==> src/rtl/int_sync_crossing_sink_pend.sv <==
// Purpose: receive end of the interrupt sync crossing; synchronizes async interrupt levels
//          and presents each line as a level or as a latched edge with a clear handshake.
// Latency: input change -> auto_out in SYNC_STAGES+1 edges (SYNC_STAGES+FILTER_CYCLES+1 with
//          the glitch filter); clear handshake: clr_ready drops for one cycle per accepted clear.
// Optional feature macro: INT_SYNC_GLITCH_FILTER_EN (per-bit glitch filter after the sync chain).
module int_sync_crossing_sink_pend #(
    parameter int          WIDTH         = 4,
    parameter int          SYNC_STAGES   = 3,
    parameter int          FILTER_CYCLES = 4,
    parameter logic [31:0] EDGE_MASK     = 32'h0
) (
    input  logic                                   clock,
    input  logic                                   reset,
    input  logic [WIDTH-1:0]                       auto_in_sync,
    input  logic                                   clr_valid,
    input  logic [((WIDTH > 1) ? $clog2(WIDTH) : 1)-1:0] clr_idx,
    output logic                                   clr_ready,
    output logic [WIDTH-1:0]                       auto_out,
    output logic                                   irq_any
);

    localparam int IDXW = (WIDTH > 1) ? $clog2(WIDTH) : 1;

    // Elaboration-time guard on illegal configurations.
    if (SYNC_STAGES < 2 || FILTER_CYCLES < 1) begin : g_bad_param
        $error("int_sync_crossing_sink_pend: SYNC_STAGES must be >= 2 and FILTER_CYCLES >= 1");
    end

    typedef enum logic [1:0] {
        ST_RST  = 2'd0,
        ST_IDLE = 2'd1,
        ST_BUSY = 2'd2
    } state_t;

    logic [WIDTH-1:0] r_sync [SYNC_STAGES];
    logic [WIDTH-1:0] w_s;
    logic [WIDTH-1:0] w_f;
    logic [WIDTH-1:0] r_prev;
    logic [WIDTH-1:0] r_out;
    logic [WIDTH-1:0] w_clr_hit;
    logic             w_accept;
    state_t           r_state;
    logic             r_clr_ready;

    // Plain flop chain per bit: nothing may sit between metastability stages.
    always_ff @(posedge clock or posedge reset) begin
        if (reset) begin
            for (int k = 0; k < SYNC_STAGES; k++) begin
                r_sync[k] <= '0;
            end
        end else begin
            r_sync[0] <= auto_in_sync;
            for (int k = 1; k < SYNC_STAGES; k++) begin
                r_sync[k] <= r_sync[k-1];
            end
        end
    end

    assign w_s = r_sync[SYNC_STAGES-1];

`ifdef INT_SYNC_GLITCH_FILTER_EN
    localparam int CW = $clog2(FILTER_CYCLES + 1);

    logic [CW-1:0]    r_cnt [WIDTH];
    logic [WIDTH-1:0] r_filt;

    // Filtered value only follows the synchronized bit after FILTER_CYCLES consecutive
    // mismatching cycles; any shorter excursion resets the count and is dropped.
    always_ff @(posedge clock or posedge reset) begin
        if (reset) begin
            r_filt <= '0;
            for (int i = 0; i < WIDTH; i++) begin
                r_cnt[i] <= '0;
            end
        end else begin
            for (int i = 0; i < WIDTH; i++) begin
                if (w_s[i] != r_filt[i]) begin
                    if (r_cnt[i] == CW'(FILTER_CYCLES - 1)) begin
                        r_filt[i] <= w_s[i];
                        r_cnt[i]  <= '0;
                    end else begin
                        r_cnt[i]  <= r_cnt[i] + CW'(1);
                    end
                end else begin
                    r_cnt[i] <= '0;
                end
            end
        end
    end

    assign w_f = r_filt;
`else
    assign w_f = w_s;
`endif

    // A clear is accepted whenever the requester is valid while we advertise ready.
    assign w_accept = clr_valid && r_clr_ready;

    // Decode the accepted clear into a one-hot hit; out-of-range indices hit nothing.
    always_comb begin
        w_clr_hit = '0;
        for (int i = 0; i < WIDTH; i++) begin
            w_clr_hit[i] = w_accept && (clr_idx == IDXW'(i));
        end
    end

    // Per-bit output: level lines register f, edge lines hold a pending flag where set beats clear.
    always_ff @(posedge clock or posedge reset) begin
        if (reset) begin
            r_prev <= '0;
            r_out  <= '0;
        end else begin
            for (int i = 0; i < WIDTH; i++) begin
                if (EDGE_MASK[i]) begin
                    r_prev[i] <= w_f[i];
                    if (w_f[i] && !r_prev[i]) begin
                        r_out[i] <= 1'b1;
                    end else if (w_clr_hit[i]) begin
                        r_out[i] <= 1'b0;
                    end
                end else begin
                    r_prev[i] <= 1'b0;
                    r_out[i]  <= w_f[i];
                end
            end
        end
    end

    // Clear handshake FSM: ready comes up one edge after reset release and drops for
    // exactly one cycle after each accepted request.
    always_ff @(posedge clock or posedge reset) begin
        if (reset) begin
            r_state     <= ST_RST;
            r_clr_ready <= 1'b0;
        end else begin
            case (r_state)
                ST_RST: begin
                    r_state     <= ST_IDLE;
                    r_clr_ready <= 1'b1;
                end
                ST_IDLE: begin
                    if (clr_valid) begin
                        r_state     <= ST_BUSY;
                        r_clr_ready <= 1'b0;
                    end
                end
                ST_BUSY: begin
                    r_state     <= ST_IDLE;
                    r_clr_ready <= 1'b1;
                end
                default: begin
                    r_state     <= ST_RST;
                    r_clr_ready <= 1'b0;
                end
            endcase
        end
    end

    assign clr_ready = r_clr_ready;
    assign auto_out  = r_out;
    assign irq_any   = |r_out;

endmodule

==> config.mk <==
export PLATFORM = sky130hd
export DESIGN_NAME = int_sync_crossing_sink_pend
export DESIGN_NICKNAME = d
export VERILOG_FILES = /design/src/rtl/int_sync_crossing_sink_pend.sv
export SDC_FILE = /design/constraint.sdc
export NUM_CORES = 1
export LEC_CHECK = 0
export CAP_MARGIN = 10
export CORE_MARGIN = 3
export CORE_UTILIZATION = 38
export DETAILED_ROUTE_END_ITERATION = 8
export GPL_ROUTABILITY_DRIVEN = 0
export PLACE_DENSITY = 0.65
export SKIP_CTS_REPAIR_TIMING = 1
export SYNTH_ARGS = -nofsm -noshare
export SYNTH_HDL_FRONTEND = slang
export SYNTH_SLANG_ARGS = --single-unit
==> constraint.sdc <==
create_clock -name clock -period 0.9 [get_ports clock]
set_input_delay 0.18 -clock clock [delete_from_list [all_inputs] [get_ports clock]]
set_output_delay 0.18 -clock clock [all_outputs]
set_load 0.02 [all_outputs]
==> impl_metrics.env, run 1 <==
export IMPL_ff2ff_path_depth=3
export IMPL_worst_slew_pin_slew_ns=0.190
export IMPL_cp_max_fo=2
export IMPL_p_int_mw=1.16
export IMPL_routed_wl_um=642
export IMPL_route_detailed_wl_per_inst_um=11.1
export IMPL_met1_usage=0.0919
export IMPL_yosysSeqAreaShare=0.929
export IMPL_drc=0
export IMPL_antenna_found_initial=0
export IMPL_clk_insertion_delay_late_ns=0.28
export IMPL_layout_commonest_cell="dfrtp_1"
export IMPL_grt_pass1_vias=267
export IMPL_syn_avg_cell_area_um2=20.5
export IMPL_grt_max_degree=20
export IMPL_use_met3=0.0297
export IMPL_drive_gt1_frac=0.341
export IMPL_root_buffer="clkbuf_4"
export IMPL_gr_max_usage_layer="met2"
export IMPL_worst_slack_ns=-0.639
export IMPL_drt_pass1_iterations=1
export IMPL_core_um2=1190
export IMPL_seqPwrFrac=0.630
export IMPL_swShare=0.218
export IMPL_max_cap_violations=0
export IMPL_io_buffers=12
export IMPL_final_cells=58
export IMPL_dp_cells=53
export IMPL_die_h_um=42.7
export IMPL_dpl_instance_area_um2=682
export IMPL_pwr_share_comb=0.102
export IMPL_fmax_mhz=650
export IMPL_core_rowCount=12
export IMPL_p_total_mw=1.49
export IMPL_cts_buffers=3
export IMPL_num_antenna_cells=0
export IMPL_post_route_util=0.602
export IMPL_slew_headroom=0.872
export IMPL_finalInstanceArea_um2=714
export IMPL_pwr_share_clk=0.268
export IMPL_initial_core_util=0.431
export IMPL_holdWs_ns=0.192
export IMPL_reg2reg_slack_ns=0.13
export IMPL_grt_usage=0.0821
export IMPL_yosys_warnings=0
export IMPL_final_net_count=54
export IMPL_hold_class="in2async"
export IMPL_crit_start="auto_out[3]"
export IMPL_die_area_um2=1820
export IMPL_cts_tree="done"
export IMPL_mostFrequentLayoutCells="dfrtp_1, clkdlybuf4s50_1, buf_6"
export IMPL_gr_total_overflow=0
export IMPL_peakVddDrop_mv=1.21
export IMPL_crit_type="reg2out"
export IMPL_synth_cell_types=6
export IMPL_p_sw_mw=0.324
export IMPL_slowest_stage="or4_4"
export IMPL_ys_top_cells_by_area="dfrtp_1, and3b_1, inv_1, o31ai_1, or4_1"
export IMPL_path_cells="or4_4 > buf_6"
export IMPL_via_per_inst=4.33
export IMPL_critical_path_max_stage_delay_ns=0.53
export IMPL_fin_crit_sh=1.71
export IMPL_cts_buffer_depth=2
export IMPL_synthesis_area_um2=512
export IMPL_critPathRequiredTime_ns=0.72
export IMPL_die_x_um=42.7
export IMPL_synth_largest_area_cell="dfrtp_1"
export IMPL_p_per_area_nw_per_um2=2080
export IMPL_endpoint_kind="output pin"
export IMPL_cp_start_kind="flip-flop"
export IMPL_setup_viol=6
export IMPL_finalHoldViolCount=0
export IMPL_dp_hpwl_um=444
export IMPL_area_growth_synth_to_final_pct=39.6
export IMPL_netlist_area_leader_share=0.929
export IMPL_drtIter0Drc=0
export IMPL_leakagePower_nw=0.337
export IMPL_finalMaxSlewViolations=0
export IMPL_r2r_end="clr_ready"
export IMPL_reg2reg_from="clr_ready"
export IMPL_violations="negative setup slack"
export IMPL_run_status="finished with violations"
export IMPL_grt_pass1_wl_um=1070
export IMPL_synth_fp_nets=34
export IMPL_cts_sinks=19
export IMPL_rsz0062_at_grt="true"
export IMPL_period_minus_slack_ns=1.54
export IMPL_antenna_left=0
export IMPL_grt_met2_usage=0.129
export IMPL_ys_ff_latch=19
export IMPL_io_pins=15
export IMPL_vias=251
export IMPL_critical_path_arrival_ns=1.36
export IMPL_skew_ns=0.00986
export IMPL_clkTransAtPathRegs_ns=0.10
export IMPL_synthCells=25
export IMPL_htreeDepth=1
## routing by layer
| metal | up-vias | share of wire |
|---|---|---|
| met3 | 2 | 0.11 |
| met1 | 119 | 0.36 |
| met4 | 0 | 0.012 |
| met2 | 12 | 0.52 |
| li1 | 118 | - |
| met5 | - | 0 |
## cells in the mapped netlist
cell     count
o31ai_1      1
inv_1        2
dfrtp_1     19
o21ai_0      1
and3b_1      1
or4_1        1
## critical path, delay by kind of cell, from the launching register on
family	cells	cell delay, ns
buf+inv	1	0.15
simple gates	1	0.53
flops	1	0.40
## through the flow
stage               TNS [ns]  worst slack, ns
global route           -1.56           -0.686
finish                 -1.29           -0.639
floorplan             -0.296           -0.296
global placement       -1.75           -0.713
CTS                    -3.72            -1.05
detailed placement     -1.79           -0.718
## flip-flops by register name (all words and copies together), names as in the netlist
register and cells:
clr_ready 1, r_sync 8, auto_out 4, r_state 2, w_f 4
## how the worst max path moves through the flow
stage,end,cells past startpoint,slack [ns]
after global routing,irq_any,2,-0.69
after CTS,irq_any,2,-1.05
final,irq_any,2,-0.64
after global placement,irq_any,2,-0.71
after floorplan,irq_any,1,-0.30
after detailed placement,irq_any,2,-0.72
## power by group through the flow
stage | logic (mW) | registers (mW) | clock network, mW
2_1_floorplan | 0.0313 | 0.970 | 0
3_3_place_gp | 0.148 | 0.948 | 0
3_5_place_dp | 0.150 | 0.954 | 0
4_1_cts | 0.150 | 0.936 | 0.415
5_1_grt | 0.163 | 0.947 | 0.458
6_report | 0.151 | 0.938 | 0.399
## cell families (layout without fill, tap and decap cells)
| group | after synthesis | count (layout) | synth area share |
|---|---|---|---|
| buf+inv | 2 | 21 | 0.0147 |
| compound gates | 2 | 2 | 0.0244 |
| flops | 19 | 19 | 0.929 |
| simple gates | 2 | 2 | 0.0318 |
## final cells by class
| cell class | instances | area [um2] |
|---|---|---|
| Multi-Input combinational cell | 4 | 32.5 |
| Clock inverter | 1 | 5.00 |
| Inverter | 2 | 7.51 |
| Clock buffer | 3 | 22.5 |
| Sequential cell | 19 | 477 |
| Fill cell | 88 | 472 |
| Tap cell | 14 | 17.5 |
| Timing Repair Buffer | 15 | 153 |
Note: power is estimated with default switching activity, not from simulation.
==> inputs of run 2 (changes only) <==
Settings changed: RECOVER_POWER from default to 25.
==> run 2 against run 1 <==
Against the previous run: the run still ends with negative setup slack left; sequential power hardly changed; total power is 0.64% lower; register-to-register slack hardly changed; wire length is 0.47% lower; count of clock-buffer cells in the layout stayed put; sequential share of layout area is 1.4 points higher; clock skew stayed put; hold slack better by 0.12 ns; sequential cell count stayed put; core utilization is 1.3 points lower; die area stayed put; cell area is 2.1% lower; critical path type unchanged; critical endpoint unchanged; largest cell class unchanged; largest power group unchanged; highest routed layer unchanged.
==> impl_metrics.env, run 2 (synthesized netlist as in run 1, its figures left out) <==
export IMPL_finalHoldViolCount=0
export IMPL_cts_buffers=3
export IMPL_clkTransAtPathRegs_ns=0.10
export IMPL_area_growth_synth_to_final_pct=36.7
export IMPL_run_status="finished with violations"
export IMPL_largest_reg_flops=8
export IMPL_peakVddDrop_mv=1.21
export IMPL_post_route_util=0.590
export IMPL_drive_gt1_frac=0.341
export IMPL_route_detailed_wl_per_inst_um=11.0
export IMPL_worst_slew_pin_slew_ns=0.438
export IMPL_core_um2=1190
export IMPL_die_h_um=42.7
export IMPL_pwr_share_comb=0.096
export IMPL_regMostFlops="r_sync"
export IMPL_grt_pass1_wl_um=1070
export IMPL_setup_viol=6
export IMPL_grt_usage=0.0821
export IMPL_drt_pass1_iterations=1
export IMPL_grt_pass1_vias=267
export IMPL_antenna_found_initial=0
export IMPL_drc=0
export IMPL_fillers=90
export IMPL_endpoint_kind="output pin"
export IMPL_die_area_um2=1820
export IMPL_finalInstanceArea_um2=699
export IMPL_cp_start_kind="flip-flop"
export IMPL_drtIter0Drc=0
export IMPL_setup_tns_ns=-1.29
export IMPL_dpl_instance_area_um2=682
export IMPL_io_pins=15
export IMPL_p_int_mw=1.16
export IMPL_num_antenna_cells=0
export IMPL_crit_type="reg2out"
export IMPL_finalMaxSlewViolations=0
export IMPL_skew_ns=0.00986
export IMPL_final_cells=58
export IMPL_fin_crit_sh=1.71
export IMPL_vias=251
export IMPL_p_sw_mw=0.323
export IMPL_grt_max_degree=20
export IMPL_violations="negative setup slack"
export IMPL_holdWs_ns=0.317
export IMPL_pre_cts_ws_ns=-0.718
export IMPL_pwr_share_clk=0.270
export IMPL_cp_max_fo=2
export IMPL_slew_headroom=0.708
export IMPL_p_total_mw=1.48
export IMPL_swShare=0.218
export IMPL_period_minus_slack_ns=1.54
export IMPL_layout_commonest_cell="dfrtp_1"
export IMPL_clk_insertion_delay_late_ns=0.28
export IMPL_via_per_inst=4.33
export IMPL_final_net_count=54
export IMPL_fmax_mhz=650
export IMPL_antenna_left=0
export IMPL_critical_path_arrival_ns=1.36
export IMPL_cts_buffer_depth=2
export IMPL_p_per_area_nw_per_um2=2110
export IMPL_dp_hpwl_um=444
export IMPL_core_rowCount=12
export IMPL_worst_slack_ns=-0.639
export IMPL_max_cap_violations=0
export IMPL_htreeDepth=1
export IMPL_mostFrequentLayoutCells="dfrtp_1, clkdlybuf4s50_1, buf_6"
export IMPL_leakagePower_nw=0.332
export IMPL_die_x_um=42.7
export IMPL_rsz0062_at_grt="true"
export IMPL_cts_sinks=19
export IMPL_seqPwrFrac=0.634
export IMPL_cts_tree="done"
export IMPL_routed_wl_um=639
export IMPL_gr_total_overflow=0
export IMPL_critPathRequiredTime_ns=0.72
export IMPL_dp_cells=53
export IMPL_hold_class="in2reg"
export IMPL_io_buffers=12
export IMPL_initial_core_util=0.431
export IMPL_root_buffer="clkbuf_4"
[run 2: area by class of cell]
type / count / area, um2 / share of cell area
sequential: 19 / 477 / 0.682
timing repair buffer: 15 / 138 / 0.197
multi-input combinational: 4 / 32.5 / 0.0465
clock buffer: 3 / 22.5 / 0.0322
tap: 14 / 17.5 / 0.0250
inverter: 2 / 7.51 / 0.0107
clock inverter: 1 / 5.00 / 0.00716
[run 2: power by group through the flow]
stage | Combinational, mW | Clock [mW] | Sequential, mW
after detailed placement | 0.150 | 0 | 0.954
final | 0.142 | 0.399 | 0.938
after global placement | 0.148 | 0 | 0.948
after CTS | 0.150 | 0.415 | 0.936
after global routing | 0.153 | 0.458 | 0.947
after floorplan | 0.0313 | 0 | 0.970
[run 2: worst paths after layout]
check | endpoint | slack (ns) | start | depth (start not counted)
max | irq_any | -0.64 | auto_out[3] | 2
min | r_sync[11] | 0.32 | auto_in_sync[3] | 1
min reg2reg | auto_out[1] | 0.35 | w_f[1] | 0
min in group asynchronous | auto_out[1] | 0.41 | reset | 3
max in group asynchronous | auto_out[2] | 0.17 | reset | 3
max reg2reg | clr_ready | 0.13 | clr_ready | 3
[run 2: worst max-delay path, cell delays in order, from the launching register on]
cell and delay (ns):
dfrtp_1 0.40, or4_4 0.53, buf_6 0.15
[run 2: layer usage]
layer	part of all wire	global-route usage
met1	0.35	0.0919
met2	0.53	0.129
met3	0.10	0.0297
met4	0.013	0.0559
met5	0	0
